$ cat src/rtl/types_pkg.sv
// Shared types for the memory issue queue: entry bundle, opcodes, age helper.
// Ports: none (package only).
package types_pkg;

    localparam int MIQ_PREG_W = 7;
    localparam int MIQ_ROB_W  = 5;

    localparam logic [6:0] OPC_LOAD  = 7'b0000011;
    localparam logic [6:0] OPC_STORE = 7'b0100011;

    typedef struct packed {
        logic [6:0]            opcode;
        logic [2:0]            func3;
        logic [MIQ_PREG_W-1:0] pd;
        logic [MIQ_PREG_W-1:0] ps1;
        logic                  ps1_rdy;
        logic [MIQ_PREG_W-1:0] ps2;
        logic                  ps2_rdy;
        logic [31:0]           imm;
        logic [MIQ_ROB_W-1:0]  rob_index;
    } miq_entry_t;

    // Distance from the ROB head; modular so the index wrap keeps ordering.
    function automatic logic [MIQ_ROB_W-1:0] age_of(
        input logic [MIQ_ROB_W-1:0] rob,
        input logic [MIQ_ROB_W-1:0] head
    );
        return rob - head;
    endfunction

endpackage

$ cat src/rtl/miq_age_select.sv
// Combinational oldest-eligible picker (smallest age wins, low index breaks ties).
// Ports: eligible, ages in; one-hot grant and any_grant out.
module miq_age_select #(
    parameter int DEPTH = 8,
    parameter int AGE_W = 5
) (
    input  logic [DEPTH-1:0]            eligible,
    input  logic [DEPTH-1:0][AGE_W-1:0] ages,
    output logic [DEPTH-1:0]            grant,
    output logic                        any_grant
);

    always_comb begin
        grant = '0;
        for (int i = 0; i < DEPTH; i++) begin
            grant[i] = eligible[i];
            for (int j = 0; j < DEPTH; j++) begin
                if (j != i && eligible[j]) begin
                    if (ages[j] < ages[i] ||
                        (ages[j] == ages[i] && j < i)) begin
                        grant[i] = 1'b0;
                    end
                end
            end
        end
    end

    assign any_grant = |eligible;

endmodule

$ cat src/rtl/mem_issue_queue.sv
// Load/store reservation station: dispatch, tag wakeup, oldest-first issue, flush.
// Ports: clk, reset (async active-low); dispatch_valid/entry/ready;
//        wb_valid/wb_tag wakeups; fu_ready, issued, issue_data;
//        rob_head age reference; mispredict/mispredict_tag flush; count.
// Build option: MIQ_LOAD_BYPASS_STORE_EN lets loads pass older stores.
module mem_issue_queue
    import types_pkg::*;
#(
    parameter int DEPTH  = 8,
    parameter int NUM_WB = 3,
    parameter int PREG_W = MIQ_PREG_W,
    parameter int ROB_W  = MIQ_ROB_W
) (
    input  logic                     clk,
    input  logic                     reset,
    input  logic                     dispatch_valid,
    input  miq_entry_t               dispatch_entry,
    output logic                     dispatch_ready,
    input  logic [NUM_WB-1:0]        wb_valid,
    input  logic [NUM_WB*PREG_W-1:0] wb_tag,
    input  logic                     fu_ready,
    output logic                     issued,
    output miq_entry_t               issue_data,
    input  logic [ROB_W-1:0]         rob_head,
    input  logic                     mispredict,
    input  logic [ROB_W-1:0]         mispredict_tag,
    output logic [$clog2(DEPTH):0]   count
);

    localparam int IDX_W = $clog2(DEPTH);
    localparam int CNT_W = IDX_W + 1;

    miq_entry_t             ent_q [DEPTH];
    miq_entry_t             ent_d [DEPTH];
    logic [DEPTH-1:0]       valid_q, valid_d;
    logic [CNT_W-1:0]       count_q, count_d;
    logic                   issued_q;
    miq_entry_t             issue_data_q;

    logic [DEPTH-1:0]            wake1, wake2;
    logic                        disp_rdy1, disp_rdy2;
    logic [DEPTH-1:0][ROB_W-1:0] age;
    logic [ROB_W-1:0]            flush_age;
    logic [DEPTH-1:0]            is_load, is_store;
    logic [DEPTH-1:0]            load_blocked;
    logic [DEPTH-1:0]            eligible;
    logic [DEPTH-1:0]            grant;
    logic                        any_grant;
    logic                        do_issue, do_disp;
    logic                        have_free;
    logic [IDX_W-1:0]            free_idx;
    miq_entry_t                  issue_mux;

    assign dispatch_ready = (count_q < CNT_W'(DEPTH));
    assign count          = count_q;
    assign issued         = issued_q;
    assign issue_data     = issue_data_q;

    // Wakeup matches for stored entries and for the op being dispatched.
    always_comb begin
        wake1     = '0;
        wake2     = '0;
        disp_rdy1 = dispatch_entry.ps1_rdy || (dispatch_entry.ps1 == '0);
        disp_rdy2 = dispatch_entry.ps2_rdy || (dispatch_entry.ps2 == '0);
        for (int k = 0; k < NUM_WB; k++) begin
            if (wb_valid[k]) begin
                for (int i = 0; i < DEPTH; i++) begin
                    if (ent_q[i].ps1 == wb_tag[k*PREG_W +: PREG_W])
                        wake1[i] = 1'b1;
                    if (ent_q[i].ps2 == wb_tag[k*PREG_W +: PREG_W])
                        wake2[i] = 1'b1;
                end
                if (dispatch_entry.ps1 == wb_tag[k*PREG_W +: PREG_W])
                    disp_rdy1 = 1'b1;
                if (dispatch_entry.ps2 == wb_tag[k*PREG_W +: PREG_W])
                    disp_rdy2 = 1'b1;
            end
        end
    end

    always_comb begin
        flush_age = age_of(mispredict_tag, rob_head);
        for (int i = 0; i < DEPTH; i++) begin
            age[i]      = age_of(ent_q[i].rob_index, rob_head);
            is_load[i]  = (ent_q[i].opcode == OPC_LOAD);
            is_store[i] = (ent_q[i].opcode == OPC_STORE);
        end
    end

`ifdef MIQ_LOAD_BYPASS_STORE_EN
    assign load_blocked = '0;
`else
    // A load waits while any older store is still resident.
    always_comb begin
        load_blocked = '0;
        for (int i = 0; i < DEPTH; i++) begin
            for (int j = 0; j < DEPTH; j++) begin
                if (valid_q[j] && is_store[j] && age[j] < age[i])
                    load_blocked[i] = 1'b1;
            end
        end
    end
`endif

    always_comb begin
        eligible = '0;
        for (int i = 0; i < DEPTH; i++) begin
            if (valid_q[i]) begin
                unique case (1'b1)
                    is_store[i]:
                        eligible[i] = ent_q[i].ps1_rdy && ent_q[i].ps2_rdy;
                    is_load[i]:
                        eligible[i] = ent_q[i].ps1_rdy && !load_blocked[i];
                    default:
                        eligible[i] = 1'b0;
                endcase
            end
        end
    end

    miq_age_select #(
        .DEPTH (DEPTH),
        .AGE_W (ROB_W)
    ) u_age_select (
        .eligible  (eligible),
        .ages      (age),
        .grant     (grant),
        .any_grant (any_grant)
    );

    always_comb begin
        issue_mux = '0;
        for (int i = 0; i < DEPTH; i++) begin
            if (grant[i])
                issue_mux = ent_q[i];
        end
    end

    // Lowest-index free slot; the descending scan leaves the smallest.
    always_comb begin
        have_free = 1'b0;
        free_idx  = '0;
        for (int i = DEPTH - 1; i >= 0; i--) begin
            if (!valid_q[i]) begin
                have_free = 1'b1;
                free_idx  = IDX_W'(i);
            end
        end
    end

    assign do_issue = fu_ready && !mispredict && any_grant;
    assign do_disp  = dispatch_valid && dispatch_ready &&
                      !mispredict && have_free;

    always_comb begin
        valid_d = valid_q;
        ent_d   = ent_q;
        for (int i = 0; i < DEPTH; i++) begin
            if (valid_q[i] && wake1[i])
                ent_d[i].ps1_rdy = 1'b1;
            if (valid_q[i] && wake2[i])
                ent_d[i].ps2_rdy = 1'b1;
            if (mispredict && age[i] > flush_age)
                valid_d[i] = 1'b0;
        end
        if (do_issue)
            valid_d = valid_d & ~grant;
        // Issue frees a slot only at the edge, so free_idx never aliases it.
        if (do_disp) begin
            valid_d[free_idx]         = 1'b1;
            ent_d[free_idx]           = dispatch_entry;
            ent_d[free_idx].ps1_rdy   = disp_rdy1;
            ent_d[free_idx].ps2_rdy   = disp_rdy2;
        end
    end

    always_comb begin
        count_d = '0;
        for (int i = 0; i < DEPTH; i++)
            count_d = count_d + CNT_W'(valid_d[i]);
    end

    always_ff @(posedge clk or negedge reset) begin
        if (!reset) begin
            valid_q      <= '0;
            count_q      <= '0;
            issued_q     <= 1'b0;
            issue_data_q <= '0;
        end else begin
            valid_q  <= valid_d;
            count_q  <= count_d;
            issued_q <= do_issue;
            if (do_issue)
                issue_data_q <= issue_mux;
        end
    end

    // Payload needs no reset; valid bits gate every use.
    always_ff @(posedge clk) begin
        ent_q <= ent_d;
    end

endmodule

$ cat config.mk
export PLATFORM = sky130hd
export DESIGN_NAME = mem_issue_queue
export DESIGN_NICKNAME = d
export VERILOG_FILES = /design/src/rtl/types_pkg.sv /design/src/rtl/miq_age_select.sv /design/src/rtl/mem_issue_queue.sv
export SDC_FILE = /design/constraint.sdc
export NUM_CORES = 2
export LEC_CHECK = 0
export CAP_MARGIN = 25
export CORE_ASPECT_RATIO = 1.75
export CORE_UTILIZATION = 45
export CTS_CLUSTER_SIZE = 20
export DETAILED_ROUTE_END_ITERATION = 12
export SLEW_MARGIN = 25
export SYNTH_ARGS = -nofsm -noshare
export SYNTH_HDL_FRONTEND = slang
export SYNTH_HIERARCHICAL = 1
export SYNTH_SLANG_ARGS = --single-unit
$ cat constraint.sdc
create_clock -name clk -period 7.7 [get_ports clk]
set_input_delay 1.54 -clock clk [delete_from_list [all_inputs] [get_ports clk]]
set_output_delay 1.54 -clock clk [all_outputs]
set_load 0.01 [all_outputs]
======== Word level (Yosys, flattened, before mapping) ========
Index checks and enable logic that the tools add are counted.
storage, ports and cells
  bits in registers ....................... 643
  output and inout port bits .............. 76
  input port bits ......................... 109
  word-level logic and storage cells ...... 760
cells by class
  muxes and demuxes ....................... 320
  magnitude comparators ................... 77
  eq/ne operators ......................... 98
  add/sub/neg operators ................... 16
  bitwise gates (word level) .............. 4
  reductions and logical operators ........ 161
operator list
  cell                                           count
  bitwise mux 560 bit                            3
  demux 70 bit (select 3 bit)                    3
  2-to-1 mux 70 bit                              9
  2-to-1 mux 536 bit                             1
  == test 7 bit                                  54
  < comparator 5 bit                             64
  2-to-1 mux 1 bit                               277
  == test 5 bit                                  28
  logical AND 1 bit                              119
  2-to-1 mux 8 bit                               8
  == test 7 x 2 -> 1 bit, second input constant  8
  == test 7 x 6 -> 1 bit, second input constant  8
  2-to-1 mux 46 bit                              1
  subtractor 5 bit                               9
  greater-than comparator 5 bit                  8
  2-to-1 mux 38 bit                              1
  logical OR 1 bit                               30
  2-to-1 mux 3 bit                               8
  adder 4 x 1 -> 4 bit                           4
  one-hot mux 1 bit (2 select lines)             8
  zero test 7 bit                                2
  zero test 1 bit                                9
  bitwise AND 8 bit                              1
  inverter 8 bit                                 1
  12 further kinds                               12

======== Depth between registers and ports, before layout ========
  depth in word-level cells ............... 41
  mapped depth ............................ 35

======== Cells and area by module ========
Netlist, hierarchy kept.
by module, submodules not included
  module           instances  sequential area each (µm²)  cells an instance  area an instance (µm²)
  mem_issue_queue  1          18733.0                     3101               35405.2
  miq_age_select   1          0.0                         445                3547.2

======== Least setup slack after synthesis ========
OpenSTA, ideal clock, no wires.
  kind .................................... input to register
  start ................................... input port rob_head[1]
  end ..................................... register count_q[2] (netlist: count[2])
  slack ................................... -1185 ps
  path buffers ............................ 3
  stages .................................. 30
  arrival time ............................ 8762 ps
  setup time .............................. 123 ps
  cell sequence ........................... inv_1 ha_1 nor2b_1 o21ai_0 a21boi_0 nor2_1 inv_1 ha_1 nand2_1 o21ai_0 a21oi_1 a2111o_1 o21ai_0 inv_1 o22ai_1 a2bb2oi_1 and4b_1 clkbuf_1 clkbuf_1 clkbuf_1 a21oi_1 o22a_1 fa_1 inv_1 fa_1 fa_1 inv_1 ha_1 fa_1 xor2_1
RTL lines
  item                  RTL line                RTL
  from (decl)           mem_issue_queue.sv:24   input logic [ROB_W-1:0] rob_head,
  to (signal assigned)  mem_issue_queue.sv:191  count_q <= count_d;
  to (decl)             mem_issue_queue.sv:36   logic [CNT_W-1:0] count_q, count_d;

==> flow_metrics.env <==
export IMPL_core_region_area_um2=85600
export IMPL_startpoint_of_the_tightest_hold_check_path="ent_q[395]"
export IMPL_cts_hold_buffers_added=0
export IMPL_design_final_nets=4408
export IMPL_total_switching_power_w=0.00324
export IMPL_wire_length_of_the_first_global_routing_pass_um=210000
export IMPL_synth_largest_area_cell="sky130_fd_sc_hd__edfxtp_1"
export IMPL_power_sequential_fraction_pct=41.1
export IMPL_timing_final_crit_period_ps=7530
export IMPL_fillerInstances=7546
export IMPL_gp_congestion=1.07
export IMPL_finalHoldWorstSlack_ps=520
export IMPL_clk_latency_ps=660
export IMPL_final_layout_size_suffix_gt1_share_pct=16.4
export IMPL_timing_worst_setup_path_type="in2reg"
export IMPL_cts_inserted_buffers=56
export IMPL_io_pins=185
export IMPL_irDropWorstVdd_v=0.000216
export IMPL_cellLeakagePower_nw=18.3
export IMPL_antenna_violating_nets_post_route=0
export IMPL_cp_end_kind="register"
export IMPL_htree_num_levels=2
export IMPL_clk_path_buf_depth=3
export IMPL_drtIter0Drc=2274
export IMPL_grt_antenna_before_repair=11
export IMPL_post_synthesis_cells=3546
export IMPL_rr_endpoint="count[2]"
export IMPL_final_setup_skew_ps=35.9
export IMPL_drc=0
export IMPL_cell_area_synth_um2=39000
export IMPL_min_delay_worst_endpoint="ent_q[395]"
export IMPL_pin_count_of_the_biggest_net_entering_global_routing=127
export IMPL_port_buffers=184
export IMPL_synthesis_yosys_warnings=6
export IMPL_worst_endpoint_required_ps=8230
export IMPL_tns_ps=0
export IMPL_clock_sink_count=643
export IMPL_final_setup_viol_count=0
export IMPL_die_area_um2=87800
export IMPL_syn_mean_instance_area_um2=11.0
export IMPL_syn_to_final_growth_pct=22.6
export IMPL_cp_start_kind="primary input"
export IMPL_mappedNetlistNets=3983
export IMPL_cts_root_buf="sky130_fd_sc_hd__clkbuf_16"
export IMPL_dieWidth_um=224
export IMPL_worst_path_fanout_max=7
export IMPL_first_global_vias=32029
export IMPL_finalMaxSlewViolations=0
export IMPL_synth_lib_cells_used_distinct=87
export IMPL_worstPathArrival_ps=8060
export IMPL_yosys_top_cells_area="sky130_fd_sc_hd__edfxtp_1 (42%), sky130_fd_sc_hd__ha_1 (10%), sky130_fd_sc_hd__xor2_1 (5.6%), sky130_fd_sc_hd__dfrtp_1 (5.3%), sky130_fd_sc_hd__a21oi_1 (5.2%)"
export IMPL_die_height_um=391
export IMPL_cts_clk_slew_worst_paths_ps=70
export IMPL_rr_worst_depth=29
export IMPL_share_clk_of_total_power_pct=29.8
export IMPL_post_layout_nonfiller_instances=5176
export IMPL_fmax_mhz=133
export IMPL_yosys_register_bits=643
export IMPL_holdPathStages=2
export IMPL_netlist_area_leader_share_pct=41.9
export IMPL_row_count=142
export IMPL_dp_worst_setup_slack_ps=-951
export IMPL_timing_slew_headroom_pct=28.5
export IMPL_swShare_pct=31.3
export IMPL_transition_time_at_the_pin_with_the_least_slew_margin_ps=1060
export IMPL_post_route_period_util_pct=97.8
export IMPL_post_route_wl_um=144000
export IMPL_wl_per_cell_um=27.9
export IMPL_track_usage_pct=32.9
export IMPL_power_density_nw_per_um2=217
export IMPL_worst_r2r_setup_slack_ps=900
export IMPL_drt_pre_antenna_iters=6
export IMPL_synth_ff_type="sky130_fd_sc_hd__edfxtp_1"
export IMPL_num_vias=31601
export IMPL_synth_edf_count=544
export IMPL_synth_yosys_seq_area_share_pct=48.1
export IMPL_power_combinational_fraction_pct=29.1
export IMPL_intPower_w=0.00713
export IMPL_hold_violations=0
export IMPL_status="complete, no violations"
export IMPL_ys_async_sr_fraction_pct=12.9
export IMPL_route_detailed_vias_per_inst=6.11
export IMPL_min_setup_slack_post_route_ps=171
export IMPL_cts_tree="done"
export IMPL_rsz0062_at_grt="true"
export IMPL_dp_cells=5035
export IMPL_cap_viol_max_count=0
export IMPL_kind_of_path_behind_the_tightest_hold_check="reg2reg"
export IMPL_initial_utilization_pct=45.5
export IMPL_grt_overflow_total=0
export IMPL_dp_final_hpwl_um=101000
[metal layers]
| layer | part of all wire, % | global-route usage, % | up-vias | wire length (um) |
|---|---|---|---|---|
| li1 | - | - | 14099 | - |
| met1 | 34 | 33.9 | 15592 | 49200 |
| met2 | 51 | 57.8 | 1326 | 72900 |
| met3 | 6.3 | 6.56 | 572 | 9110 |
| met4 | 8.9 | 25.9 | 12 | 12900 |
| met5 | 0.049 | 0 | - | 70 |
[area by class of cell]
type | instances | area [um2] | area share (%)
multi-input combinational | 2445 | 19500 | 40.8
clock inverter | 41 | 559 | 1.17
tap | 1152 | 1440 | 3.02
sequential | 643 | 18700 | 39.2
clock buffer | 65 | 1480 | 3.09
antenna | 5 | 12.5 | 0.0262
inverter | 263 | 998 | 2.09
timing repair buffer | 562 | 5050 | 10.6
[cell usage in the layout (no fill, tap or decap), types with 17 or more instances in the layout]
master	n
sky130_fd_sc_hd__a211oi_1	22
sky130_fd_sc_hd__clkdlybuf4s50_1	165
sky130_fd_sc_hd__o21ai_0	68
sky130_fd_sc_hd__dfrtp_1	83
sky130_fd_sc_hd__ha_1	295
sky130_fd_sc_hd__buf_4	335
sky130_fd_sc_hd__a21oi_1	386
sky130_fd_sc_hd__o31ai_1	72
sky130_fd_sc_hd__a22oi_1	70
sky130_fd_sc_hd__nand2b_1	25
sky130_fd_sc_hd__buf_12	33
sky130_fd_sc_hd__xor2_1	241
sky130_fd_sc_hd__o21ai_1	19
sky130_fd_sc_hd__nand4_1	115
sky130_fd_sc_hd__nand3_1	42
sky130_fd_sc_hd__xnor2_1	191
sky130_fd_sc_hd__nor4_1	46
sky130_fd_sc_hd__and3_1	29
sky130_fd_sc_hd__a21o_1	38
sky130_fd_sc_hd__nand2_1	87
sky130_fd_sc_hd__clkbuf_16	56
sky130_fd_sc_hd__nor2b_1	97
sky130_fd_sc_hd__inv_1	243
sky130_fd_sc_hd__a221oi_1	71
sky130_fd_sc_hd__a221o_1	64
sky130_fd_sc_hd__ha_4	17
sky130_fd_sc_hd__edfxtp_1	544
sky130_fd_sc_hd__nor2_1	151
[critical path, cell delays in order]
cell,delay [ps]
sky130_fd_sc_hd__clkdlybuf4s50_1,470
sky130_fd_sc_hd__inv_2,70
sky130_fd_sc_hd__buf_4,160
sky130_fd_sc_hd__ha_1,350
sky130_fd_sc_hd__a21o_1,180
sky130_fd_sc_hd__a31oi_2,190
sky130_fd_sc_hd__xnor2_2,210
sky130_fd_sc_hd__inv_4,160
sky130_fd_sc_hd__ha_1,340
sky130_fd_sc_hd__a21oi_1,130
sky130_fd_sc_hd__o21ai_0,120
sky130_fd_sc_hd__a211oi_1,430
sky130_fd_sc_hd__or4_4,230
sky130_fd_sc_hd__o21ai_4,100
sky130_fd_sc_hd__o21a_1,140
sky130_fd_sc_hd__a311o_1,390
sky130_fd_sc_hd__nor4_4,270
sky130_fd_sc_hd__a21oi_1,110
sky130_fd_sc_hd__o22a_1,230
sky130_fd_sc_hd__fa_1,490
sky130_fd_sc_hd__inv_1,50
sky130_fd_sc_hd__fa_1,450
sky130_fd_sc_hd__fa_1,500
sky130_fd_sc_hd__inv_1,70
sky130_fd_sc_hd__ha_4,170
sky130_fd_sc_hd__fa_2,330
sky130_fd_sc_hd__xor2_1,160
[synth_stat cells (33+ instances only)]
cell,instances
sky130_fd_sc_hd__a21o_1,38
sky130_fd_sc_hd__inv_1,261
sky130_fd_sc_hd__o21ai_0,91
sky130_fd_sc_hd__a22oi_1,70
sky130_fd_sc_hd__o31ai_1,76
sky130_fd_sc_hd__clkbuf_1,157
sky130_fd_sc_hd__a21oi_1,401
sky130_fd_sc_hd__a221oi_1,71
sky130_fd_sc_hd__dfrtp_1,83
sky130_fd_sc_hd__nor2b_1,98
sky130_fd_sc_hd__edfxtp_1,544
sky130_fd_sc_hd__nor4_1,49
sky130_fd_sc_hd__nand4_1,115
sky130_fd_sc_hd__nand3_1,45
sky130_fd_sc_hd__buf_2,33
sky130_fd_sc_hd__ha_1,315
sky130_fd_sc_hd__a221o_1,64
sky130_fd_sc_hd__nor2_1,157
sky130_fd_sc_hd__nand2_1,89
sky130_fd_sc_hd__xor2_1,251
sky130_fd_sc_hd__xnor2_1,202
[how the worst max path moves through the flow]
stage | from | endpoint | slack, ps
6_report | rob_head[2] | count[2] | 170
5_1_grt | rob_head[3] | count[2] | -50
4_1_cts | rob_head[0] | count[2] | 7
3_5_place_dp | rob_head[0] | count[2] | -950
3_3_place_gp | rob_head[0] | count[2] | -890
2_1_floorplan | rob_head[1] | count[2] | -30
[power by group through the flow]
| stage | combinational (W) | clock (W) | sequential [W] |
|---|---|---|---|
| 2_1_floorplan | 0.00137 | 0 | 0.00432 |
| 3_3_place_gp | 0.00278 | 0 | 0.00433 |
| 3_5_place_dp | 0.00282 | 0 | 0.00433 |
| 4_1_cts | 0.00287 | 0.00313 | 0.00426 |
| 5_1_grt | 0.00323 | 0.00324 | 0.00428 |
| 6_report | 0.00302 | 0.00309 | 0.00426 |
[timing repair]
item,in CTS,in global routing
setup endpoints to repair,8,71
resized for setup,39,85
setup buffers,8,21
pin swaps,21,52
[through the flow]
step                area [um2]  util [%]  power (W)
detailed placement       44900      52.4    0.00714
CTS                      47100      55.1     0.0103
floorplan                39400         -    0.00569
global placement         44900      52.4    0.00711
finish                   47800      55.8     0.0104
global route             47700      55.8     0.0107
[cell families (layout without fill, tap and decap cells)]
family / count (synthesis) / count (layout) / share of synthesized area (%)
other cells: 0 / 5 / 0
xor+xnor: 458 / 458 / 10.5
flops: 643 / 643 / 48.1
mux: 8 / 8 / 0.218
fa+ha+maj: 331 / 331 / 10.9
buf+inv: 458 / 931 / 4.57
compound gates: 969 / 969 / 16.4
simple gates: 679 / 679 / 9.36
Note: power is estimated with default switching activity, not from simulation.
